### src/rtl/vga_timing_pkg.sv
// Shared 640x480@60 VGA timing constants, coordinate type and vertical phase enum.
package vga_timing_pkg;

   localparam int unsigned VGA_H_VISIBLE = 640;
   localparam int unsigned VGA_H_FRONT   = 16;
   localparam int unsigned VGA_H_SYNC    = 96;
   localparam int unsigned VGA_H_BACK    = 48;
   localparam int unsigned VGA_H_TOTAL   = VGA_H_VISIBLE + VGA_H_FRONT + VGA_H_SYNC + VGA_H_BACK;

   localparam int unsigned VGA_V_VISIBLE = 480;
   localparam int unsigned VGA_V_FRONT   = 10;
   localparam int unsigned VGA_V_SYNC    = 2;
   localparam int unsigned VGA_V_BACK    = 33;
   localparam int unsigned VGA_V_TOTAL   = VGA_V_VISIBLE + VGA_V_FRONT + VGA_V_SYNC + VGA_V_BACK;

   typedef logic [9:0] coord_t;

   typedef enum logic [1:0] {V_ACTIVE, V_FRONT, V_SYNC, V_BACK} v_state_t;

   // Vertical phase of a line index, given the first line of each blanking phase.
   function automatic v_state_t v_state_of(input coord_t v, input coord_t front_start,
                                           input coord_t sync_start, input coord_t back_start);
      if (v < front_start)     return V_ACTIVE;
      else if (v < sync_start) return V_FRONT;
      else if (v < back_start) return V_SYNC;
      else                     return V_BACK;
   endfunction

endpackage

### src/rtl/vga_axis_counter.sv
// Wrapping position counter for one VGA axis; wrap flags the last count while enabled.
module vga_axis_counter
   import vga_timing_pkg::*;
#(
   parameter int unsigned TOTAL = VGA_H_TOTAL
) (
   input  logic   clr_25MHz,
   input  logic   rst,
   input  logic   en,
   output coord_t cnt,
   output logic   wrap
);

   localparam coord_t LAST = coord_t'(TOTAL - 1);

   coord_t r_cnt;

   assign wrap = en && (r_cnt == LAST);
   assign cnt  = r_cnt;

   always_ff @(posedge clr_25MHz) begin
      if (rst)       r_cnt <= '0;
      else if (wrap) r_cnt <= '0;
      else if (en)   r_cnt <= r_cnt + 10'd1;
   end

endmodule

### src/rtl/vga_frame_scheduler.sv
// VGA timing generator with vblank-only framebuffer write arbiter.
// Optional macro VGA_FRAME_COUNT_EN builds the 16-bit frame counter.
module vga_frame_scheduler #(
   parameter int unsigned H_VISIBLE = vga_timing_pkg::VGA_H_VISIBLE,
   parameter int unsigned H_FRONT   = vga_timing_pkg::VGA_H_FRONT,
   parameter int unsigned H_SYNC    = vga_timing_pkg::VGA_H_SYNC,
   parameter int unsigned H_BACK    = vga_timing_pkg::VGA_H_BACK,
   parameter int unsigned V_VISIBLE = vga_timing_pkg::VGA_V_VISIBLE,
   parameter int unsigned V_FRONT   = vga_timing_pkg::VGA_V_FRONT,
   parameter int unsigned V_SYNC    = vga_timing_pkg::VGA_V_SYNC,
   parameter int unsigned V_BACK    = vga_timing_pkg::VGA_V_BACK
) (
   input  logic        clr_25MHz,
   input  logic        rst,
   output logic        hsync,
   output logic        vsync,
   output logic        video_on,
   output logic [9:0]  pixel_x,
   output logic [9:0]  pixel_y,
   output logic        frame_start,
   input  logic        wr_req,
   output logic        wr_grant,
   output logic [15:0] frame_count
);

   localparam int unsigned H_TOTAL = H_VISIBLE + H_FRONT + H_SYNC + H_BACK;
   localparam int unsigned V_TOTAL = V_VISIBLE + V_FRONT + V_SYNC + V_BACK;

   localparam vga_timing_pkg::coord_t H_VIS_END = vga_timing_pkg::coord_t'(H_VISIBLE);
   localparam vga_timing_pkg::coord_t HS_FIRST  = vga_timing_pkg::coord_t'(H_VISIBLE + H_FRONT);
   localparam vga_timing_pkg::coord_t HS_LAST   = vga_timing_pkg::coord_t'(H_VISIBLE + H_FRONT + H_SYNC - 1);
   localparam vga_timing_pkg::coord_t V_VIS_END = vga_timing_pkg::coord_t'(V_VISIBLE);
   localparam vga_timing_pkg::coord_t VS_FIRST  = vga_timing_pkg::coord_t'(V_VISIBLE + V_FRONT);
   localparam vga_timing_pkg::coord_t VB_FIRST  = vga_timing_pkg::coord_t'(V_VISIBLE + V_FRONT + V_SYNC);

   vga_timing_pkg::coord_t   w_h_cnt, w_v_cnt;
   logic                     w_h_wrap, w_unused_v_wrap;
   vga_timing_pkg::v_state_t w_v_state;

   logic                   r_hsync, r_vsync, r_video_on, r_frame_start, r_wr_grant;
   vga_timing_pkg::coord_t r_pixel_x, r_pixel_y;

   vga_axis_counter #(.TOTAL(H_TOTAL)) u_h_cnt (
      .clr_25MHz (clr_25MHz),
      .rst       (rst),
      .en        (1'b1),
      .cnt       (w_h_cnt),
      .wrap      (w_h_wrap)
   );

   vga_axis_counter #(.TOTAL(V_TOTAL)) u_v_cnt (
      .clr_25MHz (clr_25MHz),
      .rst       (rst),
      .en        (w_h_wrap),
      .cnt       (w_v_cnt),
      .wrap      (w_unused_v_wrap)
   );

   // The counters run one clock ahead of the outputs, so every output below is
   // decoded from the position it will show and all of them land together.
   assign w_v_state = vga_timing_pkg::v_state_of(w_v_cnt, V_VIS_END, VS_FIRST, VB_FIRST);

   always_ff @(posedge clr_25MHz) begin
      if (rst) begin
         r_hsync       <= 1'b1;
         r_vsync       <= 1'b1;
         r_video_on    <= 1'b0;
         r_pixel_x     <= '0;
         r_pixel_y     <= '0;
         r_frame_start <= 1'b0;
         r_wr_grant    <= 1'b0;
      end else begin
         r_hsync       <= !((w_h_cnt >= HS_FIRST) && (w_h_cnt <= HS_LAST));
         r_vsync       <= (w_v_state != vga_timing_pkg::V_SYNC);
         r_video_on    <= (w_h_cnt < H_VIS_END) && (w_v_cnt < V_VIS_END);
         r_pixel_x     <= w_h_cnt;
         r_pixel_y     <= w_v_cnt;
         r_frame_start <= (w_h_cnt == '0) && (w_v_cnt == '0);
         r_wr_grant    <= wr_req && (w_v_state != vga_timing_pkg::V_ACTIVE);
      end
   end

   assign hsync       = r_hsync;
   assign vsync       = r_vsync;
   assign video_on    = r_video_on;
   assign pixel_x     = r_pixel_x;
   assign pixel_y     = r_pixel_y;
   assign frame_start = r_frame_start;
   assign wr_grant    = r_wr_grant;

`ifdef VGA_FRAME_COUNT_EN
   logic [15:0] r_frame_count;

   always_ff @(posedge clr_25MHz) begin
      if (rst)                r_frame_count <= '0;
      else if (r_frame_start) r_frame_count <= r_frame_count + 16'd1;
   end

   assign frame_count = r_frame_count;
`else
   assign frame_count = '0;
`endif

endmodule

### config.mk
export PLATFORM = sky130hd
export DESIGN_NAME = vga_frame_scheduler
export DESIGN_NICKNAME = d
export VERILOG_FILES = /design/src/rtl/vga_timing_pkg.sv /design/src/rtl/vga_axis_counter.sv /design/src/rtl/vga_frame_scheduler.sv
export SDC_FILE = /design/constraint.sdc
export NUM_CORES = 1
export LEC_CHECK = 0
export BUFFER_PORTS_ARGS = -buffer_cell sky130_fd_sc_hd__buf_4
export CAP_MARGIN = 20
export CORE_UTILIZATION = 42
export DETAILED_ROUTE_END_ITERATION = 16
export GPL_TIMING_DRIVEN = 1
export MAX_ROUTING_LAYER = met4
export PLACE_DENSITY = 0.68
export SYNTH_ARGS = -nofsm -noshare
export SYNTH_HDL_FRONTEND = slang
export SYNTH_SLANG_ARGS = --single-unit
### constraint.sdc
create_clock -name clr_25MHz -period 1.9 [get_ports clr_25MHz]
set_input_delay 0.19 -clock clr_25MHz [delete_from_list [all_inputs] [get_ports clr_25MHz]]
set_output_delay 0.19 -clock clr_25MHz [all_outputs]
set_load 0.02 [all_outputs]
# Yosys cells after proc, flatten, opt, wreduce, memory -nomap -nowiden
# Index checks and enable logic that the tools add are counted.
# Widths: inputs -> output; s select.
[classes] add_sub_neg=2 mul=0 div=0 magnitude_cmp=6 eq_ne=3 shift=0 muxes=3 bitwise_logic=0 n_reduce_logical=11
[ops] cell="$lt 10x9->1 const B" n=3
[ops] cell="$add 10x1->10 const B" n=2
[ops] cell="$eq 10x10->1 const B" n=2
[ops] cell="$logic_not 10->1" n=2
[ops] cell="$ge 10x10->1 const B" n=1
[ops] cell="$le 10x10->1 const B" n=1
[ops] cell="$lt 10x10->1 const B" n=1
[ops] cell="$logic_and 1x1->1" n=5
[ops] cell="$mux 2" n=2
[ops] cell="$reduce_or 2->1" n=2
[ops] cell="$ne 2x2->1 const B" n=1
[ops] cell="$reduce_bool 2->1" n=1
[ops] cell="$logic_not 1->1" n=1
[ops] cell="$mux 1" n=1
[word_totals] regBits=45 latchBits=0 ramBits=0 romBits=0 mem_count=0

# Depth between registers and ports, before layout
[depth] ltp_word=6 depth_mapped=6 depth_no_buf=6

# Cells and area by module
# From an unflattened synthesis, not the netlist that was laid out.
[hier_totals] hier_cells=192 area_unflattened_um2=1885.6
[modules_own_cells] mod="vga_frame_scheduler" n_inst=1 cells_each=84 area_per_inst_um2=892.1
[modules_own_cells] mod="vga_axis_counter at u_v_cnt" n_inst=1 cells_each=55 area_per_inst_um2=503.0
[modules_own_cells] mod="vga_axis_counter at u_h_cnt" n_inst=1 cells_each=53 area_per_inst_um2=490.5

# Worst setup path after synthesis
# Ideal clock, no wire load.
[synth_path] path_type="register to register" startpoint="register u_h_cnt.r_cnt[0] (netlist: u_h_cnt.cnt[0])" endpoint="register u_v_cnt.r_cnt[7] (netlist: u_v_cnt.cnt[7])" setup_ps=70 arrival_time_ps=1754 setup_slack_ps=76 stages_incl_launch_ff=6 cell_sequence="dfxtp_1 ha_1 nand4_4 or4_4 or3_1 a21oi_1"
[synth_between] elab_chain_cells=3
[synth_lines] element="from (decl)" line="vga_axis_counter.sv:16" text="coord_t r_cnt;"
[synth_lines] element="from (signal assigned)" line="vga_axis_counter.sv:24" text="else if (en) r_cnt <= r_cnt + 10'd1;"
[synth_lines] element="$eq 10x10->1 (*)" line="vga_axis_counter.sv:18" text="assign wrap = en && (r_cnt == LAST);"
[synth_lines] element="$logic_and 1x1->1" line="vga_axis_counter.sv:18"
[synth_lines] element="$reduce_or 2->1 (no line)"
[synth_lines] element="to (signal assigned)" line="vga_axis_counter.sv:24"
[synth_lines] element="to (decl)" line="vga_axis_counter.sv:16"
# Every way passes the cells marked *; elsewhere a longest branch is shown, timed or not.
# A chain may end at the register's enable or synchronous reset.

# Final worst setup path
[layout_path] startpoint="register u_h_cnt.r_cnt[1] (netlist: u_h_cnt.cnt[1])" endpoint="register u_v_cnt.r_cnt[9] (netlist: u_v_cnt.cnt[9])"
# Same word-level chain as after synthesis.

==> results.py <==
metrics = {
    "status": {
        "status": "finished, final reports clean",
    },
    "critical_path": {
        "reg2reg_slack_ns": 0.08,
        "cp.required_ns": 2.12,
        "start_kind": "register",
        "worstPathMaxFanout": 7,
        "rr_worst_depth": 5,
        "end_kind": "register",
        "crit_arrival_ns": 2.04,
        "crit_type": "reg -> reg",
    },
    "yosys": {
        "yosysWarningCount": 0,
        "yosysMostFrequentCell": "dfxtp_1",
        "yosysTopAreaCellShare_pct": 49.25,
        "synth-edff-count": 0,
        "yosysSeqAreaShare_pct": 49.25,
        "yosys.area.top_type": "dfxtp_1",
        "avgSynthCellArea_um2": 9.577,
        "synthTopCellsByCount": "dfxtp_1 (45), nor2b_1 (18), buf_4 (16), nor2_1 (15), nand3_1 (8)",
        "synth.distinct_cells": 38,
        "synth_area_leaders": "dfxtp_1 (49%), buf_4 (6.6%), nor2b_1 (6.2%)",
        "syn_area_um2": 1829,
        "postSynthCellCount": 191,
        "ys_ff_latch": 45,
        "synth_flop_cell": "dfxtp_1",
        "async_flop_share_pct": 0,
    },
    "timing": {
        "setup_ws_ns": 0.08244,
        "setup_viol": 0,
        "rsz0062_at_grt": "false",
        "timing_hold_violations_final": 0,
        "maxSlewViolCount": 0,
        "fmax_ghz": 0.5502,
        "period_share_pct": 95.66,
        "skew_ns": 0.007172,
        "holdWs_ns": 0.1685,
        "fin_crit_ns": 1.818,
    },
    "floorplanning": {
        "die_y_um": 68.00,
        "ios": 44,
        "die_area_um2": 4623,
        "start_util_pct": 44.76,
        "core_area_um2": 4086,
        "die_w_um": 68.00,
        "num_rows": 23,
    },
    "clocking": {
        "h-tree-depth": 2,
        "cts-root-buf": "clkbuf_8",
        "clk_pin_slew_ns": 0.08,
        "cts_tree": "yes",
        "cts_sinks": 45,
        "numCtsBuffers": 5,
        "post_cts_buffers": 0,
        "clk_latency_ns": 0.30,
        "clockBufferDepth": 2,
    },
    "min_path": {
        "hold_path.class": "in -> reg",
        "whs_path_depth": 2,
    },
    "placed_design": {
        "pre_cts_slack_ns": -0.005934,
        "dpl.hpwl_um": 2266,
        "port-buffer-count": 27,
        "place_congestion": 0.8053,
    },
    "grt": {
        "grt_overflow": 0,
        "grt_max_degree": 38,
        "grt_pass1_wl_um": 5250,
        "grt_pass1_vias": 1131,
        "antenna_found_initial": 0,
        "grtUsageTotal_pct": 15.92,
    },
    "pwr": {
        "p_leak_nw": 0.9094,
        "p_per_area_nw_per_um2": 795.0,
        "ir_drop_mv": 0.2544,
    },
    "cells_and_area": {
        "area_growth_pct": 20.45,
        "diodes": 0,
        "drive_above_1_share_pct": 23.14,
        "fin_nets": 236,
    },
    "job": {
        "drv_cap": 0,
    },
    "route": {
        "via_per_inst": 4.817,
        "wirelength_um": 3318,
        "drtIter0Drc": 115,
        "drtAntennaViolNets": 0,
        "vias": 1344,
        "remaining_drc_errors": 0,
        "drt_pass1_iterations": 7,
        "wl_per_cell_um": 11.89,
    },
}
## kinds of logic (layout without fill, tap and decap cells)
kind of cell	Yosys count	after routing	share of synthesized area (%)
AND/OR/NAND/NOR	87	87	28.11
flip-flops	45	45	49.25
buffers and inverters	29	52	9.780
AO/OA/AOI/OAI	14	14	4.651
XOR/XNOR	11	11	5.267
adder cells (fa/ha/maj)	4	4	2.736
other	1	16	0.2050
## power by group
group,leakage [nW],total [W],switching (W),internal [W]
Clock,0.0540,0.000690,0.000308,0.000382
Sequential,0.365,0.000963,0.00000754,0.000955
Combinational,0.491,0.0000990,0.0000692,0.0000298
Total,0.909,0.00175,0.000385,0.00137
## final cells by class
class                           instances  area (um2)
Clock buffer                            5       68.82
Clock inverter                          2       35.03
Fill cell                             385        1883
Inverter                                6       22.52
Multi-Input combinational cell        132       818.3
Sequential cell                        45       903.4
Tap cell                               50       62.56
Timing Repair Buffer                   39       292.8
## layout by cell type, fill, tap and decap left out, drive strengths merged
master and n:
a21oi 5, and2 2, and2b 1, and3 1, and4 2, buf 39
bufinv 1, clkbuf 5, clkinv 1, conb 16, dfxtp 45, ha 4
inv 6, nand2 7, nand3 8, nand3b 1, nand4 7, nor2 15
nor2b 18, nor3 7, nor3b 2, nor4 5, nor4b 2, o2111ai 1
o21ai 5, o21bai 1, o31ai 2, or2 1, or3 5, or3b 1
or4 2, xnor2 7, xor2 4
## worst max-delay path, cell delays in order, from the launching register on
cell and delay [ns]:
dfxtp_2 0.37, ha_4 0.17, nand4_4 0.14, or4_4 0.60, or3_1 0.33, a21oi_1 0.14
## worst paths after layout
path / to / startpoint
setup reg to reg: u_v_cnt.cnt[9] / u_h_cnt.cnt[1]
hold / removal: wr_grant / wr_req
setup / recovery: u_v_cnt.cnt[9] / u_h_cnt.cnt[1]
hold reg to reg: vsync / u_v_cnt.cnt[1]
## what timing repair did
action | 4_1_cts | 5_1_grt
gates cloned | 0 | 0
hold endpoints to repair | 0 | 0
hold buffers | 0 | 0
gates resized for setup | 1 | 3
setup endpoints to repair | 5 | 9
## metal layers
layer  up-vias  part of all wire, %  GRT usage, %
li1        685                    -             -
met1       604                   48         20.47
met2        49                   43         23.28
met3         6                  6.5         3.667
met4         0                  2.0         7.813
met5         -                    0             -
## metrics by stage
step           total power [W]  util, %  instance area (um2)  std cells  setup TNS [ns]
5_1_grt               0.001813    53.92                 2203        279               0
3_3_place_gp          0.001078    51.01                 2085        272               0
3_5_place_dp          0.001079    51.01                 2085        272       -0.005934
6_report              0.001752    53.92                 2203        279               0
4_1_cts               0.001758    53.61                 2191        279               0
2_1_floorplan         0.001078        -                 1886        206               0
## registers in the layout (all words and copies together), names as in the netlist
| register | flops |
|---|---|
| frame_start | 1 |
| hsync | 1 |
| pixel_x | 10 |
| pixel_y | 10 |
| u_h_cnt.cnt | 10 |
| u_v_cnt.cnt | 10 |
| video_on | 1 |
| vsync | 1 |
| wr_grant | 1 |
Power figures use the tool's default switching activity.
